File: src/rtl/blowfish128_ffunc.sv
// Blowfish-128 round function F: eight byte-indexed S-box reads through a shared
// read port, combined as add/xor/add per group of four, then folded into Y.
module blowfish128_ffunc #(
  parameter int unsigned RD_LATENCY = 1
) (
  input  logic        Clk,
  input  logic        Rst,
  input  logic        sbox_ready,
  input  logic        ffunc_enable,
  input  logic [63:0] X,
  output logic        ffunc_ready,
  output logic [63:0] Y,
  output logic        sbox_rd_en,
  output logic [1:0]  sbox_rd_sel,
  output logic [7:0]  sbox_rd_addr,
  input  logic [63:0] sbox_rd_data
);

  localparam int unsigned TagW = 3 * RD_LATENCY;

  typedef enum logic [2:0] {
    StIdle,
    StRead,
    StDrain,
    StDone,
    StWaitLow
  } state_e;

  state_e                  state_q, state_d;
  logic [63:0]             xr_q, xr_d;
  logic [2:0]              idx_q, idx_d;
  logic [63:0]             acc_q, acc_d;
  logic [63:0]             t1_q, t1_d;
  logic [63:0]             y_q, y_d;
  logic [RD_LATENCY-1:0]   pipe_v_q, pipe_v_d;
  logic [TagW-1:0]         pipe_tag_q, pipe_tag_d;

  logic                    in_flight;
  logic                    issue;
  logic                    flush;
  logic                    ret_v;
  logic [2:0]              ret_tag;
  logic [2:0]              byte_sel;
  logic [63:0]             acc_new;

  assign in_flight = (state_q == StRead) || (state_q == StDrain);
  assign issue     = (state_q == StRead) && ffunc_enable;
  assign flush     = in_flight && !ffunc_enable;
  assign ret_v     = pipe_v_q[RD_LATENCY-1] && in_flight && ffunc_enable;
  assign ret_tag   = pipe_tag_q[TagW-1 -: 3];
  assign byte_sel  = 3'd7 - idx_q;

  assign sbox_rd_en   = (state_q == StRead);
  assign sbox_rd_sel  = sbox_rd_en ? idx_q[1:0] : 2'd0;
  assign sbox_rd_addr = sbox_rd_en ? xr_q[{byte_sel, 3'b000} +: 8] : 8'h00;
  assign ffunc_ready  = (state_q == StDone);
  assign Y            = y_q;

  // Newest read enters at the bottom; the top stage lines up with returning data.
  always_comb begin
    pipe_v_d   = (pipe_v_q << 1) | RD_LATENCY'(issue);
    pipe_tag_d = (pipe_tag_q << 3) | TagW'(idx_q);
    if (flush) begin
      pipe_v_d = '0;
    end
  end

  always_comb begin
    acc_new = sbox_rd_data;
    case (ret_tag[1:0])
      2'd0:    acc_new = sbox_rd_data;
      2'd2:    acc_new = acc_q ^ sbox_rd_data;
      default: acc_new = acc_q + sbox_rd_data;
    endcase
  end

  always_comb begin
    state_d = state_q;
    xr_d    = xr_q;
    idx_d   = idx_q;
    acc_d   = acc_q;
    t1_d    = t1_q;
    y_d     = y_q;

    unique case (state_q)
      StIdle: begin
        if (ffunc_enable && sbox_ready) begin
          xr_d    = X;
          idx_d   = 3'd0;
          state_d = StRead;
        end
      end
      StRead: begin
        if (!ffunc_enable) begin
          state_d = StIdle;
        end else begin
          idx_d = idx_q + 3'd1;
          if (idx_q == 3'd7) begin
            state_d = StDrain;
          end
        end
      end
      StDrain: begin
        if (!ffunc_enable) begin
          state_d = StIdle;
        end
      end
      StDone: begin
        state_d = ffunc_enable ? StWaitLow : StIdle;
      end
      StWaitLow: begin
        if (!ffunc_enable) begin
          state_d = StIdle;
        end
      end
      default: state_d = StIdle;
    endcase

    if (ret_v) begin
      acc_d = acc_new;
      if (ret_tag == 3'd3) begin
        t1_d = acc_new;
      end
      // Last return: fold the halves of T2 and publish the result.
      if (ret_tag == 3'd7) begin
        y_d     = t1_q ^ {acc_new[31:0], acc_new[63:32]};
        state_d = StDone;
      end
    end
  end

  always_ff @(posedge Clk or posedge Rst) begin
    if (Rst) begin
      state_q    <= StIdle;
      xr_q       <= '0;
      idx_q      <= '0;
      acc_q      <= '0;
      t1_q       <= '0;
      y_q        <= '0;
      pipe_v_q   <= '0;
      pipe_tag_q <= '0;
    end else begin
      state_q    <= state_d;
      xr_q       <= xr_d;
      idx_q      <= idx_d;
      acc_q      <= acc_d;
      t1_q       <= t1_d;
      y_q        <= y_d;
      pipe_v_q   <= pipe_v_d;
      pipe_tag_q <= pipe_tag_d;
    end
  end

endmodule

File: config.mk
export PLATFORM = sky130hd
export DESIGN_NAME = blowfish128_ffunc
export DESIGN_NICKNAME = d
export VERILOG_FILES = /design/src/rtl/blowfish128_ffunc.sv
export SDC_FILE = /design/constraint.sdc
export NUM_CORES = 1
export LEC_CHECK = 0
export BUFFER_PORTS_ARGS = -buffer_cell sky130_fd_sc_hd__buf_2
export CAP_MARGIN = 20
export CORE_ASPECT_RATIO = 0.7
export CORE_MARGIN = 2
export CORE_UTILIZATION = 25
export CTS_CLUSTER_DIAMETER = 150
export CTS_CLUSTER_SIZE = 20
export DETAILED_ROUTE_END_ITERATION = 7
export PLACE_DENSITY = 0.43
export SYNTH_ARGS = -nofsm -noshare
export SYNTH_HDL_FRONTEND = slang
export SYNTH_SLANG_ARGS = --single-unit
File: constraint.sdc
create_clock -name Clk -period 7.71 [get_ports Clk]
set_input_delay 0.3855 -clock Clk [delete_from_list [all_inputs] [get_ports Clk]]
set_output_delay 0.3855 -clock Clk [all_outputs]
set_load 0.01 [all_outputs]
After elaboration in Yosys (flattened, before gate mapping)

Index checks and enable logic that the tools add are counted.

Register bits: 266
Input port bits: 132
Output and inout bits: 76
Logic and storage cells: 54

Add/sub/neg operators: 3
Equal/unequal tests: 10
Shift operators: 1
Muxes and demuxes: 15
Bitwise logic cells: 2
Reduce and logical (&&, ||, !) cells: 15

Operator list:

| kind                                                            | count |
|---|---|
| 64-bit one-hot mux with 2 select lines                          | 1 |
| 64-bit bitwise XOR                                              | 2 |
| 64-bit adder                                                    | 1 |
| 64-bit by 7-bit variable part select with 8-bit output          | 1 |
| 3-bit two-way mux                                               | 9 |
| 3-bit one-hot mux with 4 select lines                           | 1 |
| 3-bit by 2-bit == test with 1-bit output, second input constant | 3 |
| 3-bit == test, second input constant                            | 3 |
| 8-bit two-way mux                                               | 1 |
| 3-bit one-hot mux with 2 select lines                           | 1 |
| 2-bit AND reduction                                             | 3 |
| 1-bit logical AND                                               | 5 |
| 2-bit != test, second input constant                            | 2 |
| 3-bit by 1-bit adder with 3-bit output, second input constant   | 1 |
| 3-bit by 1-bit == test with 1-bit output, second input constant | 1 |
| 3-bit zero test                                                 | 1 |
| 3-bit AND reduction                                             | 1 |
| 3-bit subtractor, first input constant                          | 1 |
| 2-bit == test, second input constant                            | 1 |
| 2-bit zero test                                                 | 1 |
| 2-bit two-way mux                                               | 1 |
| 2-bit nonzero test                                              | 1 |
| 2-bit OR reduction                                              | 1 |
| 1-bit zero test                                                 | 1 |
| other kinds (2)                                                 | 2 |

Longest topological paths before layout

Word-level depth: 6
Mapped depth: 12
Gate-level depth less buffers: 12

Least setup slack after synthesis

OpenSTA, ideal clock, no wires.

Path kind: input to register
Start: input port sbox_rd_data[0]
End: register y_q[22], in the netlist Y[22]
Library setup time: 0.119 ns
Data arrival time: 3.111 ns
Required time: 7.590 ns
Setup slack: 4.480 ns
Stages: 12
Path buffers: 0
Cells stage by stage: ha_1 > fa_1 > a211oi_1 > o211ai_1 > a211oi_1 > a2111oi_2 > o211a_1 > o211a_1 > or3_1 > a21oi_1 > mux2i_1 > nand2_1

Cells in the longest elaborated chain, start to end: 3

Ends and longest elaborated chain:

| element                                | line | RTL |
|---|---|---|
| from (decl)                            | 16   | `input logic [63:0] sbox_rd_data` |
| 64-bit adder                           | 73   | `default: acc_new = acc_q + sbox_rd_data;` |
| 64-bit one-hot mux with 2 select lines | 70   | `case (ret_tag[1:0])` |
| 64-bit bitwise XOR                     | 126  | `y_d = t1_q ^ {acc_new[31:0], acc_new[63:32]};` |
| to (signal assigned)                   | 148  | `y_q <= y_d;` |
| to (decl)                              | 34   | `logic [63:0] y_q, y_d;` |

Every way passes these cells.
A chain may end at the register's enable or synchronous reset.

Worst setup path after layout

Start: register acc_q[6]
End: register y_q[30], in the netlist Y[30]

Cells in the longest elaborated chain, start to end: 3

Ends and longest elaborated chain:

| element                                | line | RTL |
|---|---|---|
| from (decl)                            | 32   | `logic [63:0] acc_q, acc_d;` |
| from (signal assigned)                 | 137  | `acc_q <= '0;` |
| from (signal assigned)                 | 146  | `acc_q <= acc_d;` |
| 64-bit adder                           | 73   |  |
| 64-bit one-hot mux with 2 select lines | 70   |  |
| 64-bit bitwise XOR                     | 126  |  |

Every way passes these cells.

==> results.ini <==
[sta]
fmax_mhz = 245
setup_viol = 0
relSlewSlack = 0.271
maxSlewViolCount = 0
fin_tns_setup_ps = 0
finalCritPeriodShare = 0.530
hold_viol = 0
skew_ps = 26.4
worstMarginPinSlew_ps = 1090
rsz0062_at_grt = no
fin_crit_ps = 4080

[power]
irDropWorstVdd_mv = 0.159
powerDensity_nw_per_um2 = 328
p_leak_nw = 8.34

[clock_tree]
cts_max_level = 1
clk_pin_slew_ps = 100
numCtsBuffers = 17
cts-resized-gates = 0
clockRootBuffer = clkbuf_16
max-clock-path-buffers = 3
tritoncts = yes
clock_latency_ps = 540
cts_sinks = 266

[logic_synthesis]
synthTopCellsByArea = dfrtp_1 42%, nand2_1 7.5%, mux2_2 7.2%
synth_largest_area_cell = dfrtp_1
avgSynthCellArea_um2 = 9.22
synth_edf_count = 0
ys.warnings.count = 0
syn-cell-area_um2 = 15900
ys.flop_type = dfrtp_1
syn_nets = 1920
synthCells = 1722
yosysSeqAreaShare = 0.419
synth_top_area_frac = 0.419
ys_seq_elements = 266
ys_async_sr_fraction = 1.00
yosysUniqueCellTypes = 75

[finish]
drive_above_1_share = 0.210
regArea_um2 = 6660
stdcell_count = 2693
multi_input_area_um2 = 8710
fillers = 6815
final_nets = 2058
area_growth_pct = 14.6

[grt]
grt_antenna_before_repair = 7
grt_remaining_overflow = 0
grt_pass1_vias = 13100
grt.total_usage = 0.176
grt_pass1_wl_um = 88000
grt_max_degree = 149

[critical_path]
worst_ep_required_time_ps = 8100
worstSetupPathType = reg -> reg
cp_top_family = compound AO/OA/AOI/OAI gates
crit_buf_inv = 0
r2r_setup_slack_ps = 3630
arrival_ps = 4480
end_kind = flip-flop
cp-start-kind = flip-flop
cp_slowest_stage_delay_ps = 740
cp_slowest_cell = a2111oi_2
crit_path_max_fanout = 9
path_cells = ha_1, o21ai_1, a211oi_1, a211oi_1, a2111oi_2, o211a_1, o211a_1, o211ai_1, a211oi_1, xor2_1, o21ai_1
path_common_cell = a211oi_1

[floorplan]
rows = 77
dieHeight_um = 215
die_w_um = 305
die_area_um2 = 65600
io_pins = 208
initial_core_util = 0.252
coreArea_um2 = 63000

[routing]
drt-total-wl_um = 58500
viasPerCell = 5.03
wire_per_inst_um = 21.7
first_pass_iters = 5
vias = 13600
drt-initial-drc-count = 1051
ant_nets = 0
drc = 0

[place]
port-buffer-count = 207
hpwlAfterDp_um = 44500
dp.cells = 2668
gp_congestion = 0.909

[hold_path]
hp-class = in -> reg

[run]
maxCapViolations = 0

[run_status]
status = finished clean

## cell usage after synthesis, types with 4 or more instances
cell type	number
nand2_1	318
dfrtp_1	266
o21ai_0	156
a21oi_1	105
mux2_2	101
nor2_1	86
clkbuf_1	78
ha_1	65
xnor2_1	41
xor2_1	31
inv_1	30
a211oi_1	28
mux2i_1	26
nand3_1	24
a21o_1	21
o21ai_1	21
nor2b_1	19
nor3_1	19
and3_1	17
a31oi_1	16
buf_2	16
mux4_2	16
o31ai_1	16
o211ai_1	15
o21a_1	15
nand4_1	14
buf_1	13
o21bai_1	13
o22ai_1	11
o221ai_1	10
or3_1	10
and2_1	9
nand2b_1	6
a211o_1	5
nand3b_1	5
nor4_1	5
a221o_1	4
nand4b_1	4
o2111ai_1	4
or2_1	4
or2_2	4
or4_1	4
## layout by cell type (no fill, tap or decap), types with 5 or more instances in the layout
master	netlist	final
nand2_1	318	318
nor3_1	19	17
inv_1	30	29
or3_1	10	8
o211ai_1	15	15
xor2_1	31	31
o21ai_1	21	21
nand3_1	24	22
o21ai_0	156	156
nor4_1	5	5
a31oi_1	16	16
mux2i_1	26	26
nor2_1	86	86
nand4_1	14	14
and2_1	9	9
a21oi_1	105	105
o22ai_1	11	11
xnor2_1	41	41
a211oi_1	28	28
nand3b_1	5	5
nor2b_1	19	18
dfrtp_1	266	264
clkbuf_16	0	17
o221ai_1	10	10
and3_1	17	17
a211o_1	5	5
mux2_2	101	101
buf_2	16	207
ha_1	65	65
buf_4	0	16
a21o_1	21	21
o21a_1	15	15
o21bai_1	13	13
nand2b_1	6	6
mux4_2	16	16
o31ai_1	16	16
## report_power, final
group	internal, mW	switching (mW)	leakage (nW)	total [mW]
combinational	1.13	2.00	4.64	3.13
clock	0.408	0.529	0.225	0.936
sequential	1.67	0.238	3.48	1.90
## per-layer routing
metal,up-vias,share of wire,GRT usage
li1,6430,-,-
met1,6713,0.52,0.278
met2,349,0.41,0.254
met3,49,0.057,0.0301
met4,10,0.012,0.0220
met5,-,0.0011,0
## flip-flops by register name (all words and copies together), names as in the netlist
register and cells:
state_q 3, pipe_tag_q 3, pipe_v_q 1, xr_q 64, acc_q 64, t1_q 64, idx_q 3, Y 64
## area by class of cell
class,count,area share
Multi-Input combinational cell,1319,0.479
Tap cell,829,0.0570
Inverter,30,0.00639
Timing Repair Buffer,226,0.0663
Clock inverter,3,0.00144
Sequential cell,266,0.366
Clock buffer,19,0.0238
Antenna cell,1,0.000138
## timing repair
item / in CTS / in global routing
hold buffers: 1 / 0
hold endpoints to repair: 21 / 0
buffers inserted: 0 / 0
## path summary, 6_finish.rpt
kind | startpoint | end | cells past startpoint
setup / recovery | acc_q[6] | Y[30] | 11
hold / removal | X[55] | xr_q[55] | 2
setup reg to reg | acc_q[6] | Y[30] | 11
hold reg to reg | Y[27] | Y[27] | 2
max in group asynchronous | Rst | t1_q[40] | 5
min in group asynchronous | Rst | acc_q[63] | 3
## cells by family after synthesis
kind of cell | Yosys count | share of synthesized area
AO/OA/AOI/OAI | 480 | 0.188
adder cells (fa/ha/maj) | 66 | 0.0525
flip-flops | 266 | 0.419
AND/OR/NAND/NOR | 558 | 0.156
multiplexers | 143 | 0.111
XOR/XNOR | 72 | 0.0397
buffers and inverters | 137 | 0.0337
## metrics by stage
step	power, mW	worst slack, ps	utilization	cell area, um^2	hold slack [ps]
6_report	5.97	3630	0.289	18200	81.5
3_3_place_gp	5.02	3630	0.281	17700	455
4_1_cts	5.99	3690	0.288	18200	58.3
5_1_grt	6.40	3410	0.289	18200	69.6
3_5_place_dp	5.02	3580	0.281	17700	462
2_1_floorplan	3.98	3810	-	15900	376
Note: power is estimated with default switching activity, not from simulation.
